$ cat src/rtl/bram_pkg.sv
// Shared constants, clear-sequencer state type and sizing helper for the
// byte-enable simple-dual-port RAM.
package bram_pkg;

  localparam int RDW_READ_FIRST  = 0;
  localparam int RDW_WRITE_FIRST = 1;

  typedef enum logic {
    READY = 1'b0,
    CLEAR = 1'b1
  } clr_state_t;

  // Address width for n words, never narrower than one bit.
  function automatic int clog2_min1(input int n);
    return (n <= 2) ? 1 : $clog2(n);
  endfunction

endpackage

$ cat src/rtl/bram_clr_seq.sv
// Zero-fill sequencer: walks every address once, driving a full-word clear
// write each cycle while busy is high.
module bram_clr_seq
  import bram_pkg::*;
#(
  parameter int DEPTH        = 8,
  parameter int ADDR_W       = clog2_min1(DEPTH),
  parameter bit CLR_ON_RESET = 1'b1
) (
  input  logic              clk,
  input  logic              rst,
  input  logic              clr,
  output logic              busy,
  output logic              busy_nxt,
  output logic              clr_we,
  output logic [ADDR_W-1:0] clr_add
);

  localparam clr_state_t        RST_STATE = CLR_ON_RESET ? CLEAR : READY;
  localparam logic [ADDR_W-1:0] LAST_ADD  = ADDR_W'(DEPTH - 1);

  clr_state_t        state, state_nxt;
  logic [ADDR_W-1:0] cnt, cnt_nxt;

  always_ff @(posedge clk or posedge rst) begin
    if (rst) begin
      state <= RST_STATE;
      cnt   <= '0;
    end else begin
      state <= state_nxt;
      cnt   <= cnt_nxt;
    end
  end

  always_comb begin
    state_nxt = state;
    cnt_nxt   = cnt;
    busy      = 1'b0;
    clr_we    = 1'b0;
    case (state)
      READY: begin
        if (clr) state_nxt = CLEAR;
      end
      CLEAR: begin
        busy   = 1'b1;
        clr_we = 1'b1;
        // clr is deliberately not looked at here: a running clear never restarts.
        if (cnt == LAST_ADD) begin
          state_nxt = READY;
          cnt_nxt   = '0;
        end else begin
          cnt_nxt = cnt + 1'b1;
        end
      end
      default: state_nxt = READY;
    endcase
  end

  assign clr_add  = cnt;
  assign busy_nxt = (state_nxt == CLEAR);

endmodule

$ cat src/rtl/bram_sdp_be.sv
// Simple-dual-port RAM with byte-enable writes, 1- or 2-cycle read latency,
// selectable read-during-write behaviour and a hardware zero-fill.
module bram_sdp_be
  import bram_pkg::*;
#(
  parameter int WIDTH        = 32,
  parameter int DEPTH        = 8,
  parameter int ADDR_W       = clog2_min1(DEPTH),
  parameter int RD_LAT       = 1,
  parameter int RDW_MODE     = RDW_READ_FIRST,
  parameter bit CLR_ON_RESET = 1'b1
) (
  input  logic                 clk,
  input  logic                 rst,
  input  logic                 we,
  input  logic [WIDTH/8-1:0]   wr_be,
  input  logic [ADDR_W-1:0]    wr_add,
  input  logic [WIDTH-1:0]     wr_data,
  input  logic                 rd_en,
  input  logic [ADDR_W-1:0]    rd_add,
  output logic [WIDTH-1:0]     rd_data,
  output logic                 rd_valid,
  input  logic                 clr,
  output logic                 busy
);

  localparam int              NB      = WIDTH / 8;
  localparam logic [ADDR_W:0] DEPTH_X = (ADDR_W + 1)'(DEPTH);

  logic [WIDTH-1:0]  mem [DEPTH];

  logic              busy_nxt;
  logic              clr_we;
  logic [ADDR_W-1:0] clr_add;

  logic              wr_in_range, rd_in_range;
  logic              wr_fire, rd_fire;
  logic [ADDR_W-1:0] wr_add_m;
  logic [NB-1:0]     wr_be_m;
  logic [WIDTH-1:0]  wr_data_m;
  logic [WIDTH-1:0]  rd_word;

  logic              vld_p0;
  logic [WIDTH-1:0]  data_p0;

  bram_clr_seq #(
    .DEPTH        (DEPTH),
    .ADDR_W       (ADDR_W),
    .CLR_ON_RESET (CLR_ON_RESET)
  ) u_clr_seq (
    .clk      (clk),
    .rst      (rst),
    .clr      (clr),
    .busy     (busy),
    .busy_nxt (busy_nxt),
    .clr_we   (clr_we),
    .clr_add  (clr_add)
  );

  assign wr_in_range = ({1'b0, wr_add} < DEPTH_X);
  assign rd_in_range = ({1'b0, rd_add} < DEPTH_X);

  // The clear sequencer owns the write port whenever busy is high.
  always_comb begin
    wr_fire   = we & wr_in_range;
    wr_add_m  = wr_add;
    wr_be_m   = wr_be;
    wr_data_m = wr_data;
    if (busy) begin
      wr_fire   = clr_we;
      wr_add_m  = clr_add;
      wr_be_m   = '1;
      wr_data_m = '0;
    end
  end

  always_ff @(posedge clk) begin
    if (wr_fire) begin
      for (int i = 0; i < NB; i++) begin
        if (wr_be_m[i]) mem[wr_add_m][8*i +: 8] <= wr_data_m[8*i +: 8];
      end
    end
  end

  always_comb begin
    rd_word = '0;
    if (rd_in_range) begin
      rd_word = mem[rd_add];
      if (RDW_MODE == RDW_WRITE_FIRST && wr_fire && !busy && wr_add == rd_add) begin
        for (int i = 0; i < NB; i++) begin
          if (wr_be[i]) rd_word[8*i +: 8] = wr_data[8*i +: 8];
        end
      end
    end
  end

  // Reads that would land while a clear is starting are dropped so that
  // rd_valid never rises and rd_data never changes during busy.
  assign rd_fire = rd_en & ~busy & ~busy_nxt;

  // Stage p0: array read register
  always_ff @(posedge clk or posedge rst) begin
    if (rst) begin
      vld_p0  <= 1'b0;
      data_p0 <= '0;
    end else begin
      vld_p0 <= rd_fire;
      if (rd_fire) data_p0 <= rd_word;
    end
  end

  generate
    if (RD_LAT == 2) begin : g_lat2
      logic             vld_p1;
      logic [WIDTH-1:0] data_p1;

      // Stage p1: optional output register
      always_ff @(posedge clk or posedge rst) begin
        if (rst) begin
          vld_p1  <= 1'b0;
          data_p1 <= '0;
        end else begin
          vld_p1 <= vld_p0 & ~busy_nxt;
          if (vld_p0 & ~busy_nxt) data_p1 <= data_p0;
        end
      end

      assign rd_valid = vld_p1;
      assign rd_data  = data_p1;
    end else begin : g_lat1
      assign rd_valid = vld_p0;
      assign rd_data  = data_p0;
    end
  endgenerate

endmodule

$ cat config.mk
export PLATFORM = sky130hd
export DESIGN_NAME = bram_sdp_be
export DESIGN_NICKNAME = d
export VERILOG_FILES = /design/src/rtl/bram_pkg.sv /design/src/rtl/bram_clr_seq.sv /design/src/rtl/bram_sdp_be.sv
export SDC_FILE = /design/constraint.sdc
export NUM_CORES = 1
export LEC_CHECK = 0
export CORE_MARGIN = 2
export CORE_UTILIZATION = 28
export CTS_BUF_LIST = sky130_fd_sc_hd__clkbuf_8
export DETAILED_ROUTE_END_ITERATION = 6
export GPL_TIMING_DRIVEN = 0
export SYNTH_ARGS = -nofsm -noshare
export SYNTH_HDL_FRONTEND = slang
export SYNTH_HIERARCHICAL = 1
export SYNTH_SLANG_ARGS = --single-unit
$ cat constraint.sdc
create_clock -name clk -period 2.2 [get_ports clk]
set_input_delay 0.44 -clock clk [delete_from_list [all_inputs] [get_ports clk]]
set_output_delay 0.44 -clock clk [all_outputs]
set_load 0.01 [all_outputs]
-- Yosys cells after proc, flatten, opt, wreduce, memory -nomap -nowiden
Memory sizes are Yosys's and may differ from the RTL's. A register that Yosys moved wholly into a read port is not among the register bits.
Cells that the tools add are included.
- $add $sub $neg: 1
- multipliers: 0
- div/mod/pow operators: 0
- $lt $le $gt $ge: 0
- eq/ne operators: 1
- shift operators: 0
- multiplexer cells: 21
- bitwise gates (word level): 5
- reductions and logical operators: 0
- operators by type and width (cell ; count):
    $mux 32 ; 1
    $mux 1 ; 16
    $mux 3 ; 2
    $mux 4 ; 1
    $add 3x1->3 const B ; 1
    $eq 3x3->1 const B ; 1
    $not 1->1 ; 3
    $and 1x1->1 ; 2
    $pmux 1 s2 ; 1
- register bits: 5
- bits in latches: 0
- memory bits (writable): 256
- ROM bits: 0
- input bits: 47
- output and inout bits: 34
- logic and storage cells: 32
- memories: 1
- memories (memory ; depth ; bits a word ; rd ports ; clocked after memory_dff ; wr ports ; RTL line ; RTL):
    mem ; 8 ; 32 ; 1 ; 1 ; 1 ; bram_sdp_be.sv:30 ; logic [WIDTH-1:0] mem [DEPTH];

-- Longest topological paths before layout
Gate-level depths: netlist of the first run.
- depth after elaboration: 5
- gate-level depth with buffers: 9
- depth with buffers taken out: 7

-- By module
The synthesis of the first run kept the hierarchy.
- by module, submodules not included (module ; times used ; cells an instance ; area each (µm²) ; seq. area each (µm²)):
    bram_sdp_be ; 1 ; 687 ; 11711.2 ; 8513.2
    bram_clr_seq ; 1 ; 16 ; 191.4 ; 101.3

-- Least setup slack after synthesis of the first run
Ideal clock, no wire load.
- path type: register to register
- start: reg u_clr_seq.state
- end: mem mem[6][0] (enable)
- library setup time: 370 ps
- arrival: 1590 ps
- data required time: 1830 ps
- slack: 240 ps
- cell stages (with the launch flop): 5
- path buffers: 1
- period minus slack after synthesis: 1960 ps
- path through: dfstp_2 > buf_2 > mux2i_1 > o21ai_0 > nor2_1
- longest elaborated chain between the ends: 5
- elaborated cells on any way between the ends: 7
- those cells by class: mux: 7
- ends and longest elaborated chain (item ; RTL line ; RTL):
    start: declaration ; bram_clr_seq.sv:22 ; clr_state_t state, state_nxt;
    start signal: assignment ; bram_clr_seq.sv:30 ; state <= state_nxt;
    $mux 1 * ; bram_clr_seq.sv:40 ; case (state)
    $mux 4 ; bram_sdp_be.sv:69 ; if (busy) begin
    $mux 1 ; bram_sdp_be.sv:80 ; if (wr_be_m[i]) mem[wr_add_m][8*i +: 8] <= wr_data_m[8*i +: 8];
    $mux 1 ; bram_sdp_be.sv:78 ; if (wr_fire) begin
    $mux 1 (implied by the code) ; bram_sdp_be.sv:80 ;
    end: declaration ; bram_sdp_be.sv:30 ;
Every way passes the cells marked *; elsewhere a longest branch is shown, timed or not.

-- Worst setup path in the final report of the first run
- start: reg u_clr_seq.state
- end: mem mem[5][24] (enable)
The elaborated chain is that of the path after synthesis.

==> out/qor_table.md, run 1 <==
| Item | Reported | Unit |
| --- | --- | --- |
| CP delay by family, top | simple AND/OR/NAND/NOR gates | - |
| Unrepaired setup endpoints after global routing | true | - |
| Least setup slack across all paths after layout | -0.0164 | ns |
| Root cell of the clock tree | sky130_fd_sc_hd__clkbuf_8 | - |
| Insertion delay of the later-clocked pin in the worst-skew pair | 0.56 | ns |
| Number of core rows | 75 | - |
| Power density over the cells | 1160 | nW/µm² |
| Proportion of layout cells with a drive suffix above 1 | 26.7 | % |
| Worst relative slew slack | 38.6 | % |
| Fin. Hold Viols | 0 | - |
| Outcome | finished, violations left | - |
| Vias per inst | 4.63 | - |
| Number of max-capacitance violations reported | 0 | - |
| Post-detailed-placement half-perimeter wirelength | 19,300 | µm |
| Placed Area | 13,400 | µm² |
| TritonCTS Buffers | 45 | - |
| Number of antenna violations at the first check in global routing | 0 | - |
| Number of different library cells in the post-synthesis netlist | 33 | - |
| CTS H-tree lvls | 2 | - |
| Quantity of I/O buffers inserted on ports | 79 | - |
| Maximum fanout along the worst path | 10 | - |
| Number of max-slew violations in the final report | 0 | - |
| Reg2Reg Setup Slack | -0.02 | ns |
| Final nets | 884 | - |
| Highest-delay cell along the critical path | sky130_fd_sc_hd__dfstp_2 | - |
| Synth Net Count | 752 | - |
| Worst clock skew | 0.00970 | ns |
| Cell Count Post-Placement | 1,322 | - |
| Buffer depth of the longest clock path | 3 | - |
| Final wirelength | 29,600 | µm |
| Starting density of the core | 28.4 | % |
| Count of routing violations after the opening detailed-route iteration | 380 | - |
| Area growth syn-to-layout | 22.4 | % |
| Actual slew at the worst max-slew pin | 0.921 | ns |
| Antenna fix cells | 0 | - |
| Post-Route Utilization | 34.7 | % |
| Yosys warning count | 6 | - |
| Filler-free cell count of the finished design | 1,411 | - |
| Post-route DRC | 0 | - |
| Req. time, crit path | 2.39 | ns |
| Die outline area | 44,200 | µm² |
| Post-route fraction of the period consumed by the critical path | 101 | % |
| Count of endpoints failing setup in the final report | 8 | - |
| Largest stage delay on the critical path | 0.60 | ns |
| Leakage power summed over all cells | 5.17 | nW |
| Via count of the first global-routing pass | 6,901 | - |
| Failing checks | setup timing | - |
| Die Width | 210 | µm |
| Sequential cell area fraction in the yosys report | 72.4 | % |
| Pre-antenna DRT Iters | 4 | - |
| Startpoint type of the worst setup path | register | - |
| GR Util All Layers | 13.4 | % |
| Type of the worst setup path | reg -> reg | - |
| Count of state elements after synthesis | 293 | - |
| Clock input transition at the sequential cells of the worst setup and hold paths | 0.06 | ns |
| Final instance area | 14,600 | µm² |
| Post-synthesis cell count | 703 | - |
| GPL Wtd Cong | 0.781 | - |
| Mean instance size in the synthesized netlist | 16.9 | µm² |
| Buffers and inverters on the worst path | 1 | - |
| CTS tree | done | - |
| Data arrival time of the critical path | 2.41 | ns |
| Tightest Hold Check Type | in -> async | - |
| Global-route wire length before repair | 43,200 | µm |
| Summed instance area of the synthesized netlist | 11,900 | µm² |
| Drt wl/cell | 21.0 | µm |
| Y dimension of the die | 210 | µm |
| Clock sink count | 293 | - |
| Critical path cell sequence | clkbuf_2 -> and3_1 -> a21oi_1 -> nor2_2 | - |
| Post-route antenna net violation count | 0 | - |
| Overall via count from detail_route | 6,539 | - |
| Floorplan core area | 41,900 | µm² |
| Maximum vdd drop | 0.433 | mV |
| Maximum number of pins on one net before global-route repair | 20 | - |
| Fmax | 0.451 | GHz |
| Final global-route overflow total | 0 | - |
| Minimum period implied by the final worst setup slack | 2.22 | ns |
| Category of the worst setup path capture point | register | - |
| Count of boundary I/O pins | 81 | - |
==> through the flow <==
stage / hold WS [ns] / setup TNS [ns] / setup slack (ns) / power, mW
finish: 0.160 / -0.106 / -0.0164 / 16.9
global placement: 0.468 / -165.03 / -0.711 / 12.2
floorplan: 0.205 / 0 / 0.240 / 10.5
global route: 0.167 / -1.63 / -0.102 / 17.7
detailed placement: 0.476 / -164.01 / -0.727 / 12.4
CTS: 0.137 / -0.327 / -0.0293 / 17.0
==> placed cells by master, fill, tap and decap left out, drive strengths merged, types with 2 or more instances in the layout <==
master and n:
a22o 32, o21ai 2, dfrtp 36, clkinv 5, buf 27, inv 34, nor2 35, ha 2
o22ai 33, clkbuf 71, nand2b 2, and3b 3, o31ai 32, and3 2, clkdlybuf4s50 78, nor2b 34
nand2 34, mux2 65, mux2i 66, edfxtp 256, a21oi 13
==> what timing repair did <==
action                     CTS  global route
buffers inserted             2             3
gates resized for setup     73            14
setup endpoints to repair  530           215
hold buffers                 0             0
pin swaps                    1             0
==> synthesized netlist by cell type <==
cell	number	area share, %
sky130_fd_sc_hd__o21bai_1	1	0.063
sky130_fd_sc_hd__o32a_1	1	0.084
sky130_fd_sc_hd__dfstp_2	1	0.22
sky130_fd_sc_hd__dfrtp_1	36	7.6
sky130_fd_sc_hd__o31ai_2	32	3.4
sky130_fd_sc_hd__clkbuf_1	19	0.60
sky130_fd_sc_hd__o22ai_1	33	1.7
sky130_fd_sc_hd__and2_1	1	0.053
sky130_fd_sc_hd__edfxtp_1	256	65
sky130_fd_sc_hd__and3b_1	3	0.22
sky130_fd_sc_hd__buf_8	1	0.13
sky130_fd_sc_hd__buf_4	5	0.32
sky130_fd_sc_hd__a21oi_1	13	0.55
sky130_fd_sc_hd__buf_1	2	0.063
sky130_fd_sc_hd__buf_12	3	0.50
sky130_fd_sc_hd__nand2b_1	2	0.11
sky130_fd_sc_hd__nor3b_1	1	0.063
sky130_fd_sc_hd__or3b_1	1	0.074
sky130_fd_sc_hd__a22o_1	32	2.4
sky130_fd_sc_hd__a32oi_1	1	0.074
sky130_fd_sc_hd__o21ai_0	2	0.084
sky130_fd_sc_hd__mux2_2	64	6.1
sky130_fd_sc_hd__mux2_4	1	0.13
sky130_fd_sc_hd__buf_6	9	0.85
sky130_fd_sc_hd__and3_1	2	0.11
sky130_fd_sc_hd__inv_1	8	0.25
sky130_fd_sc_hd__nor2b_1	34	1.8
sky130_fd_sc_hd__nor2_1	35	1.1
sky130_fd_sc_hd__mux2i_1	66	5.6
sky130_fd_sc_hd__buf_2	1	0.042
sky130_fd_sc_hd__nor3_1	1	0.042
sky130_fd_sc_hd__nand2_1	34	1.1
sky130_fd_sc_hd__ha_1	2	0.21
==> cell type report <==
type,count,area [µm²]
fillers,3921,27400
flip-flops and latches,293,8620
multi-input cells,362,3230
repair buffers,85,863
clock buffers,52,716
well taps,539,674
plain buffers,40,313
clock inverters,32,130
inverters,8,30.0
==> cell families after synthesis <==
family          Yosys count  synth area share [%]
flops                   293                  72.4
fa+ha+maj                 2                 0.210
buf+inv                  48                  2.75
mux                     131                  11.7
compound gates          115                  8.30
simple gates            114                  4.63
==> state kept, by name, summed over array words and instances, names as in the netlist <==
| register | cells |
|---|---|
| u_clr_seq/state | 1 |
| rd_valid | 1 |
| u_clr_seq/clr_add | 3 |
| mem | 256 |
| rd_data | 32 |
==> where the power goes <==
group / switching (mW) / internal, mW
Sequential: 0.428 / 7.80
Clock: 1.99 / 2.15
Combinational: 2.84 / 1.68
==> path summary, 6_finish.rpt <==
path                                            from                               end  cells after the start
max reg2reg                u_clr_seq/state$_DFF_PP1_              mem[5][24]$_DFFE_PP_                      4
max                        u_clr_seq/state$_DFF_PP1_              mem[5][24]$_DFFE_PP_                      4
min                                              rst  u_clr_seq/clr_add[1]$_DFFE_PP0P_                      2
min reg2reg                  rd_data[29]$_DFFE_PP0P_           rd_data[29]$_DFFE_PP0P_                      2
max in group asynchronous                        rst           rd_data[24]$_DFFE_PP0P_                      3
min in group clk                                 clr         u_clr_seq/state$_DFF_PP1_                      3
==> routing by layer <==
layer / GRT usage (%) / wire length, µm / share of wire, % / vias up
met5: 0 / 0 / 0 / -
met4: 4.30 / 656 / 2.2 / 0
met3: 2.46 / 1470 / 5.0 / 48
met2: 22.3 / 14300 / 48 / 173
met1: 17.7 / 13100 / 44 / 3316
li1: - / - / - / 3002
No activity file was read; power rests on OpenSTA's default activity.
==> run 2: changes to the inputs <==
--- a/config.mk
+++ b/config.mk
@@ -6,10 +6,11 @@
 export NUM_CORES = 1
 export LEC_CHECK = 0
 export CORE_MARGIN = 2
-export CORE_UTILIZATION = 28
+export CORE_UTILIZATION = 55
 export CTS_BUF_LIST = sky130_fd_sc_hd__clkbuf_8
 export DETAILED_ROUTE_END_ITERATION = 6
 export GPL_TIMING_DRIVEN = 0
+export PLACE_DENSITY = 0.75
 export SYNTH_ARGS = -nofsm -noshare
 export SYNTH_HDL_FRONTEND = slang
 export SYNTH_HIERARCHICAL = 1
==> run 2 against run 1 <==
  * The flow now finishes without violations
  * Power up 1.3%
  * Via count is 4.6% higher
  * Global-route usage rose by 11 points
  * Worst setup slack better by 0.023 ns
  * Fmax is 1.1% higher
  * Largest power group unchanged
==> out/qor_table.md, run 2 (synthesis results as in run 1) <==
| Item | Reported | Unit |
| --- | --- | --- |
| Maximum fanout along the worst path | 10 | - |
| Root cell of the clock tree | sky130_fd_sc_hd__clkbuf_8 | - |
| Critical path cell sequence | buf_2 -> and3b_1 -> a21oi_1 -> nor2_4 | - |
| Number of fill cells in the layout | 1,402 | - |
| Count of boundary I/O pins | 81 | - |
| Floorplan core area | 21,200 | µm² |
| Req. time, crit path | 2.45 | ns |
| Leakage power summed over all cells | 5.15 | nW |
| Insertion delay of the later-clocked pin in the worst-skew pair | 0.55 | ns |
| Clock input transition at the sequential cells of the worst setup and hold paths | 0.05 | ns |
| Antenna fix cells | 0 | - |
| Post-route antenna net violation count | 0 | - |
| Final nets | 886 | - |
| Post-route DRC | 0 | - |
| Overall via count from detail_route | 6,838 | - |
| Proportion of layout cells with a drive suffix above 1 | 26.3 | % |
| Type of the worst setup path | reg -> reg | - |
| Number of max-capacitance violations reported | 0 | - |
| CTS tree | done | - |
| Total negative slack | 0 | ns |
| Power density over the cells | 1200 | nW/µm² |
| Top reg by flops | mem | - |
| Buffers and inverters on the worst path | 1 | - |
| Max FFs per register | 256 | - |
| Maximum number of pins on one net before global-route repair | 19 | - |
| Category of the worst setup path capture point | register | - |
| Register-to-Register Path Depth | 4 | - |
| Vias per inst | 5.96 | - |
| Count of endpoints failing setup in the final report | 0 | - |
| Final wirelength | 27,800 | µm |
| Actual slew at the worst max-slew pin | 0.802 | ns |
| End of the worst register-to-register path | mem[3][30]$_DFFE_PP_ | - |
| Quantity of I/O buffers inserted on ports | 79 | - |
| Final global-route overflow total | 0 | - |
| Area growth syn-to-layout | 20.1 | % |
| Die outline area | 22,800 | µm² |
| Unrepaired setup endpoints after global routing | true | - |
| Reg2Reg Setup Slack | 0.007 | ns |
| Global-route wire length before repair | 40,700 | µm |
| Drt wl/cell | 24.2 | µm |
| Outcome | finished, final reports clean | - |
| Pre-antenna DRT Iters | 5 | - |
| Most common library cell in the layout ignoring fill and taps | sky130_fd_sc_hd__edfxtp_1 | - |
| Wire length on met1 | 11,100 | µm |
| Startpoint of the worst-slack reg-to-reg timing path | u_clr_seq/state$_DFF_PP1_ | - |
| Top layer in use | met4 | - |
| Clock sink count | 293 | - |
| Y dimension of the die | 151 | µm |
| Post-route fraction of the period consumed by the critical path | 99.7 | % |
| Post-detailed-placement half-perimeter wirelength | 17,300 | µm |
| Buffer depth of the longest clock path | 3 | - |
| Commonest cells after routing, fill and taps aside | sky130_fd_sc_hd__edfxtp_1, sky130_fd_sc_hd__clkdlybuf4s50_1, sky130_fd_sc_hd__mux2i_1 | - |
| Met3 routed wirelength | 1970 | µm |
| CTS H-tree lvls | 2 | - |
| Tightest Hold Check Type | in -> async | - |
| Worst relative slew slack | 46.5 | % |
| Number of antenna violations at the first check in global routing | 0 | - |
| Fin. Hold Viols | 0 | - |
| Fmax | 0.456 | GHz |
| Highest-delay cell along the critical path | sky130_fd_sc_hd__dfstp_2 | - |
| Number of max-slew violations in the final report | 0 | - |
| Worst clock skew | 0.0181 | ns |
| Die Width | 151 | µm |
| Met2 routed wirelength | 13,800 | µm |
| Hold_buf cts | 0 | - |
| CP delay by family, top | flip-flops | - |
| TritonCTS Buffers | 47 | - |
| Worst hold margin | 0.142 | ns |
| Via count of the first global-routing pass | 7,078 | - |
| Maximum vdd drop | 0.752 | mV |
| GPL Wtd Cong | 0.832 | - |
| Startpoint type of the worst setup path | register | - |
| Largest stage delay on the critical path | 0.60 | ns |
| Data arrival time of the critical path | 2.44 | ns |
| Count of routing violations after the opening detailed-route iteration | 565 | - |
| Minimum period implied by the final worst setup slack | 2.19 | ns |
| Number of core rows | 53 | - |
| GR Util All Layers | 24.7 | % |
| Starting density of the core | 56.3 | % |
==> run 2: power breakdown <==
group          switching (mW)  total [mW]  internal [mW]
clock                    2.00        4.31           2.31
sequential              0.448        8.25           7.81
combinational            2.87        4.56           1.69
==> run 2: layout make-up <==
class,instances,area (µm²),area share [%]
repair buffers,85,861,6.02
inverters,8,30.0,0.210
well taps,275,344,2.41
plain buffers,40,310,2.17
clock inverters,32,149,1.04
flip-flops and latches,293,8620,60.3
clock buffers,53,729,5.10
multi-input cells,362,3250,22.7
==> run 2: how the worst max path moves through the flow <==
stage / startpoint / endpoint / slack, ns / cells past startpoint
after floorplan: u_clr_seq/state$_DFF_PP1_ / mem[6][0]$_DFFE_PP_ / 0.24 / 4
after global placement: we / mem[4][14]$_DFFE_PP_ / -0.55 / 4
after detailed placement: we / mem[4][11]$_DFFE_PP_ / -0.53 / 4
after CTS: u_clr_seq/state$_DFF_PP1_ / mem[4][7]$_DFFE_PP_ / 0.04 / 4
after global routing: u_clr_seq/state$_DFF_PP1_ / mem[1][18]$_DFFE_PP_ / -0.03 / 4
final: u_clr_seq/state$_DFF_PP1_ / mem[3][30]$_DFFE_PP_ / 0.007 / 4
==> run 2: worst reg2reg max path, cell delays in order, from the launching register on <==
cell                      delay [ns]
sky130_fd_sc_hd__dfstp_2        0.60
sky130_fd_sc_hd__buf_2          0.26
sky130_fd_sc_hd__and3b_1        0.26
sky130_fd_sc_hd__a21oi_1        0.58
sky130_fd_sc_hd__nor2_4         0.19
==> run 2: repair_timing <==
| action | CTS | global route |
|---|---|---|
| setup buffers | 3 | 2 |
| endpoints found under the setup margin | 530 | 110 |
| gates resized for setup | 81 | 5 |
| pin swaps | 1 | 1 |
==> run 2: metrics by stage <==
stage | cells | setup slack, ns | util (%) | power (mW) | cell area, µm²
floorplan | 703 | 0.240 | - | 10.5 | 11900
global placement | 1057 | -0.548 | 61.6 | 12.0 | 13000
detailed placement | 1058 | -0.527 | 61.7 | 12.2 | 13100
CTS | 1146 | 0.0367 | 67.4 | 17.0 | 14300
global route | 1148 | -0.0332 | 67.6 | 17.8 | 14300
finish | 1148 | 0.00698 | 67.6 | 17.1 | 14300
==> run 2: routing by layer <==
layer,global-route usage (%),vias up
met1,31.8,3471
met2,41.9,302
met3,4.55,69
li1,-,2996
met4,10.1,0
met5,0,-
==> run 3: changes to the inputs <==
--- a/config.mk
+++ b/config.mk
@@ -15,3 +15,4 @@
 export SYNTH_HDL_FRONTEND = slang
 export SYNTH_HIERARCHICAL = 1
 export SYNTH_SLANG_ARGS = --single-unit
+export TNS_END_PERCENT = 5
==> run 3 against run 2 <==
  * Worst setup slack worse by 0.0062 ns
  * Final cell count is 0.26% lower
  * Die area stayed put
  * Global-route usage is 0.16 points lower
  * Clock power hardly changed
  * Combinational power is 1% lower
  * Sequential share of layout area hardly changed
  * Sequential power is 0.5% higher
  * Core utilization hardly changed
  * Clock skew is 0.0044 ns lower
  * Sequential cell count stayed put
  * Largest power group unchanged
  * Clock-buffer cell count stayed put
==> out/qor_table.md, run 3 (synthesis results as in run 1) <==
| Item | Reported | Unit |
| --- | --- | --- |
| Data arrival time of the critical path | 2.41 | ns |
| Worst clock skew | 0.0137 | ns |
| Outcome | finished, final reports clean | - |
| Y dimension of the die | 151 | µm |
| TritonCTS Buffers | 47 | - |
| Root cell of the clock tree | sky130_fd_sc_hd__clkbuf_8 | - |
| Quantity of I/O buffers inserted on ports | 79 | - |
| Hold_buf cts | 0 | - |
| Sequential fraction of design power | 48.5 | % |
| Tightest Hold Check Type | in -> async | - |
| Commonest cells after routing, fill and taps aside | sky130_fd_sc_hd__edfxtp_1, sky130_fd_sc_hd__clkdlybuf4s50_1, sky130_fd_sc_hd__mux2i_1 | - |
| Die Width | 151 | µm |
| Number of max-slew violations in the final report | 0 | - |
| Total negative slack | 0 | ns |
| Post-route total power | 17.1 | mW |
| Fmax | 0.455 | GHz |
| Clock network power share | 25.2 | % |
| Maximum vdd drop | 0.744 | mV |
| End of the worst register-to-register path | mem[5][28]$_DFFE_PP_ | - |
| Global-route wire length before repair | 40,400 | µm |
| Reg2Reg Setup Slack | 0.0008 | ns |
| Internal power summed over all cells | 11.8 | mW |
| Final global-route overflow total | 0 | - |
| Req. time, crit path | 2.41 | ns |
| Startpoint type of the worst setup path | register | - |
| Leakage power summed over all cells | 5.14 | nW |
| Insertion delay of the later-clocked pin in the worst-skew pair | 0.55 | ns |
| Die outline area | 22,800 | µm² |
| Final wirelength | 27,800 | µm |
| Most common library cell in the layout ignoring fill and taps | sky130_fd_sc_hd__edfxtp_1 | - |
| Count of routing violations after the opening detailed-route iteration | 553 | - |
| Number of max-capacitance violations reported | 0 | - |
| Unrepaired setup endpoints after global routing | true | - |
| Number of antenna violations at the first check in global routing | 0 | - |
| Count of endpoints failing setup in the final report | 0 | - |
| Top reg by flops | mem | - |
| Final nets | 883 | - |
| Switching pwr | 5.32 | mW |
| Area growth syn-to-layout | 20.1 | % |
| GR Util All Layers | 24.6 | % |
| Count of boundary I/O pins | 81 | - |
| Minimum period implied by the final worst setup slack | 2.20 | ns |
| Post-route DRC | 0 | - |
| Buffer depth of the longest clock path | 3 | - |
| CTS H-tree lvls | 2 | - |
| Via count of the first global-routing pass | 7,007 | - |
| Proportion of layout cells with a drive suffix above 1 | 26.2 | % |
| GPL Wtd Cong | 0.832 | - |
| Post-route fraction of the period consumed by the critical path | 100 | % |
| Post-route antenna net violation count | 0 | - |
| Starting density of the core | 56.3 | % |
| Max FFs per register | 256 | - |
| Post-detailed-placement half-perimeter wirelength | 17,300 | µm |
| Overall via count from detail_route | 6,799 | - |
| Maximum number of pins on one net before global-route repair | 19 | - |
| Number of core rows | 53 | - |
| Clock sink count | 293 | - |
| Startpoint of the worst-slack reg-to-reg timing path | u_clr_seq/state$_DFF_PP1_ | - |
| Drt wl/cell | 24.2 | µm |
| Antenna fix cells | 0 | - |
| Part of the total power dissipated in combinational logic | 26.3 | % |
| Worst relative slew slack | 47.3 | % |
| Clock input transition at the sequential cells of the worst setup and hold paths | 0.05 | ns |
| Category of the worst setup path capture point | register | - |
| Actual slew at the worst max-slew pin | 0.791 | ns |
| Power density over the cells | 1200 | nW/µm² |
| Vias per inst | 5.94 | - |
| Maximum fanout along the worst path | 10 | - |
| Type of the worst setup path | reg -> reg | - |
| CTS tree | done | - |
| Register-to-Register Path Depth | 3 | - |
| Net switching fraction of the power | 31.1 | % |
| Floorplan core area | 21,200 | µm² |
| Pre-antenna DRT Iters | 5 | - |
| Fin. Hold Viols | 0 | - |
-- run 3: cell types whose count changed in the layout (fill, tap and decap cells not counted), sizes merged --
cell and change:
clkdlybuf4s50 -1, dlygate4sd2 +1, buf -3
-- run 3: power groups by stage --
stage / Combinational, mW / Sequential, mW / Clock [mW]
CTS: 4.18 / 8.28 / 4.34
global placement: 3.68 / 8.31 / 0
finish: 4.50 / 8.29 / 4.30
detailed placement: 3.84 / 8.40 / 0
floorplan: 2.18 / 8.34 / 0
global route: 4.80 / 8.38 / 4.58
-- run 3: how the worst max path moves through the flow --
| stage | start | slack, ns | cells after the start | end |
|---|---|---|---|---|
| floorplan | u_clr_seq/state$_DFF_PP1_ | 0.24 | 4 | mem[6][0]$_DFFE_PP_ |
| global placement | we | -0.55 | 4 | mem[4][14]$_DFFE_PP_ |
| detailed placement | we | -0.53 | 4 | mem[4][11]$_DFFE_PP_ |
| CTS | u_clr_seq/state$_DFF_PP1_ | -0.20 | 4 | mem[0][29]$_DFFE_PP_ |
| global route | u_clr_seq/state$_DFF_PP1_ | -0.06 | 3 | mem[7][28]$_DFFE_PP_ |
| finish | u_clr_seq/state$_DFF_PP1_ | 0.0008 | 3 | mem[5][28]$_DFFE_PP_ |
-- run 3: repair_timing --
item | 4_1_cts | 5_1_grt
endpoints found under the setup margin | 530 | 282
buffers inserted | 1 | 1
resized for setup | 58 | 36
pin swaps | 1 | 3
-- run 3: layer usage --
metal | wire [µm] | track usage [%] | vias to the layer above
met3 | 1820 | 4.25 | 68
met1 | 11300 | 31.7 | 3450
li1 | - | - | 3001
met5 | 0 | 0 | -
met2 | 13900 | 42.2 | 280
met4 | 751 | 9.07 | 0
-- run 3: final cells by class --
class                      instances  area, µm²
clock buffer                      53        729
multi-input combinational        362       3260
tap                              275        344
timing repair buffer              82        850
sequential                       293       8620
clock inverter                    32        149
fill                            1392       6860
buffer                            40        313
inverter                           8       30.0
-- run 3: stage by stage --
step                instance area (µm²)  cells  worst slack [ns]  hold WS [ns]  utilization, %
floorplan                         11900    703             0.240         0.205               -
detailed placement                13100   1058            -0.527         0.479            61.7
finish                            14300   1145          0.000753         0.145            67.6
CTS                               14100   1144            -0.204         0.126            66.8
global placement                  13000   1057            -0.548         0.467            61.6
global route                      14300   1145           -0.0599         0.147            67.6
-- run 3: worst max-delay path: stages (launching register included) --
cell and delay (ns):
sky130_fd_sc_hd__dfstp_2 0.64, sky130_fd_sc_hd__clkbuf_2 0.33, sky130_fd_sc_hd__clkbuf_1 0.58, sky130_fd_sc_hd__nor2b_1 0.30
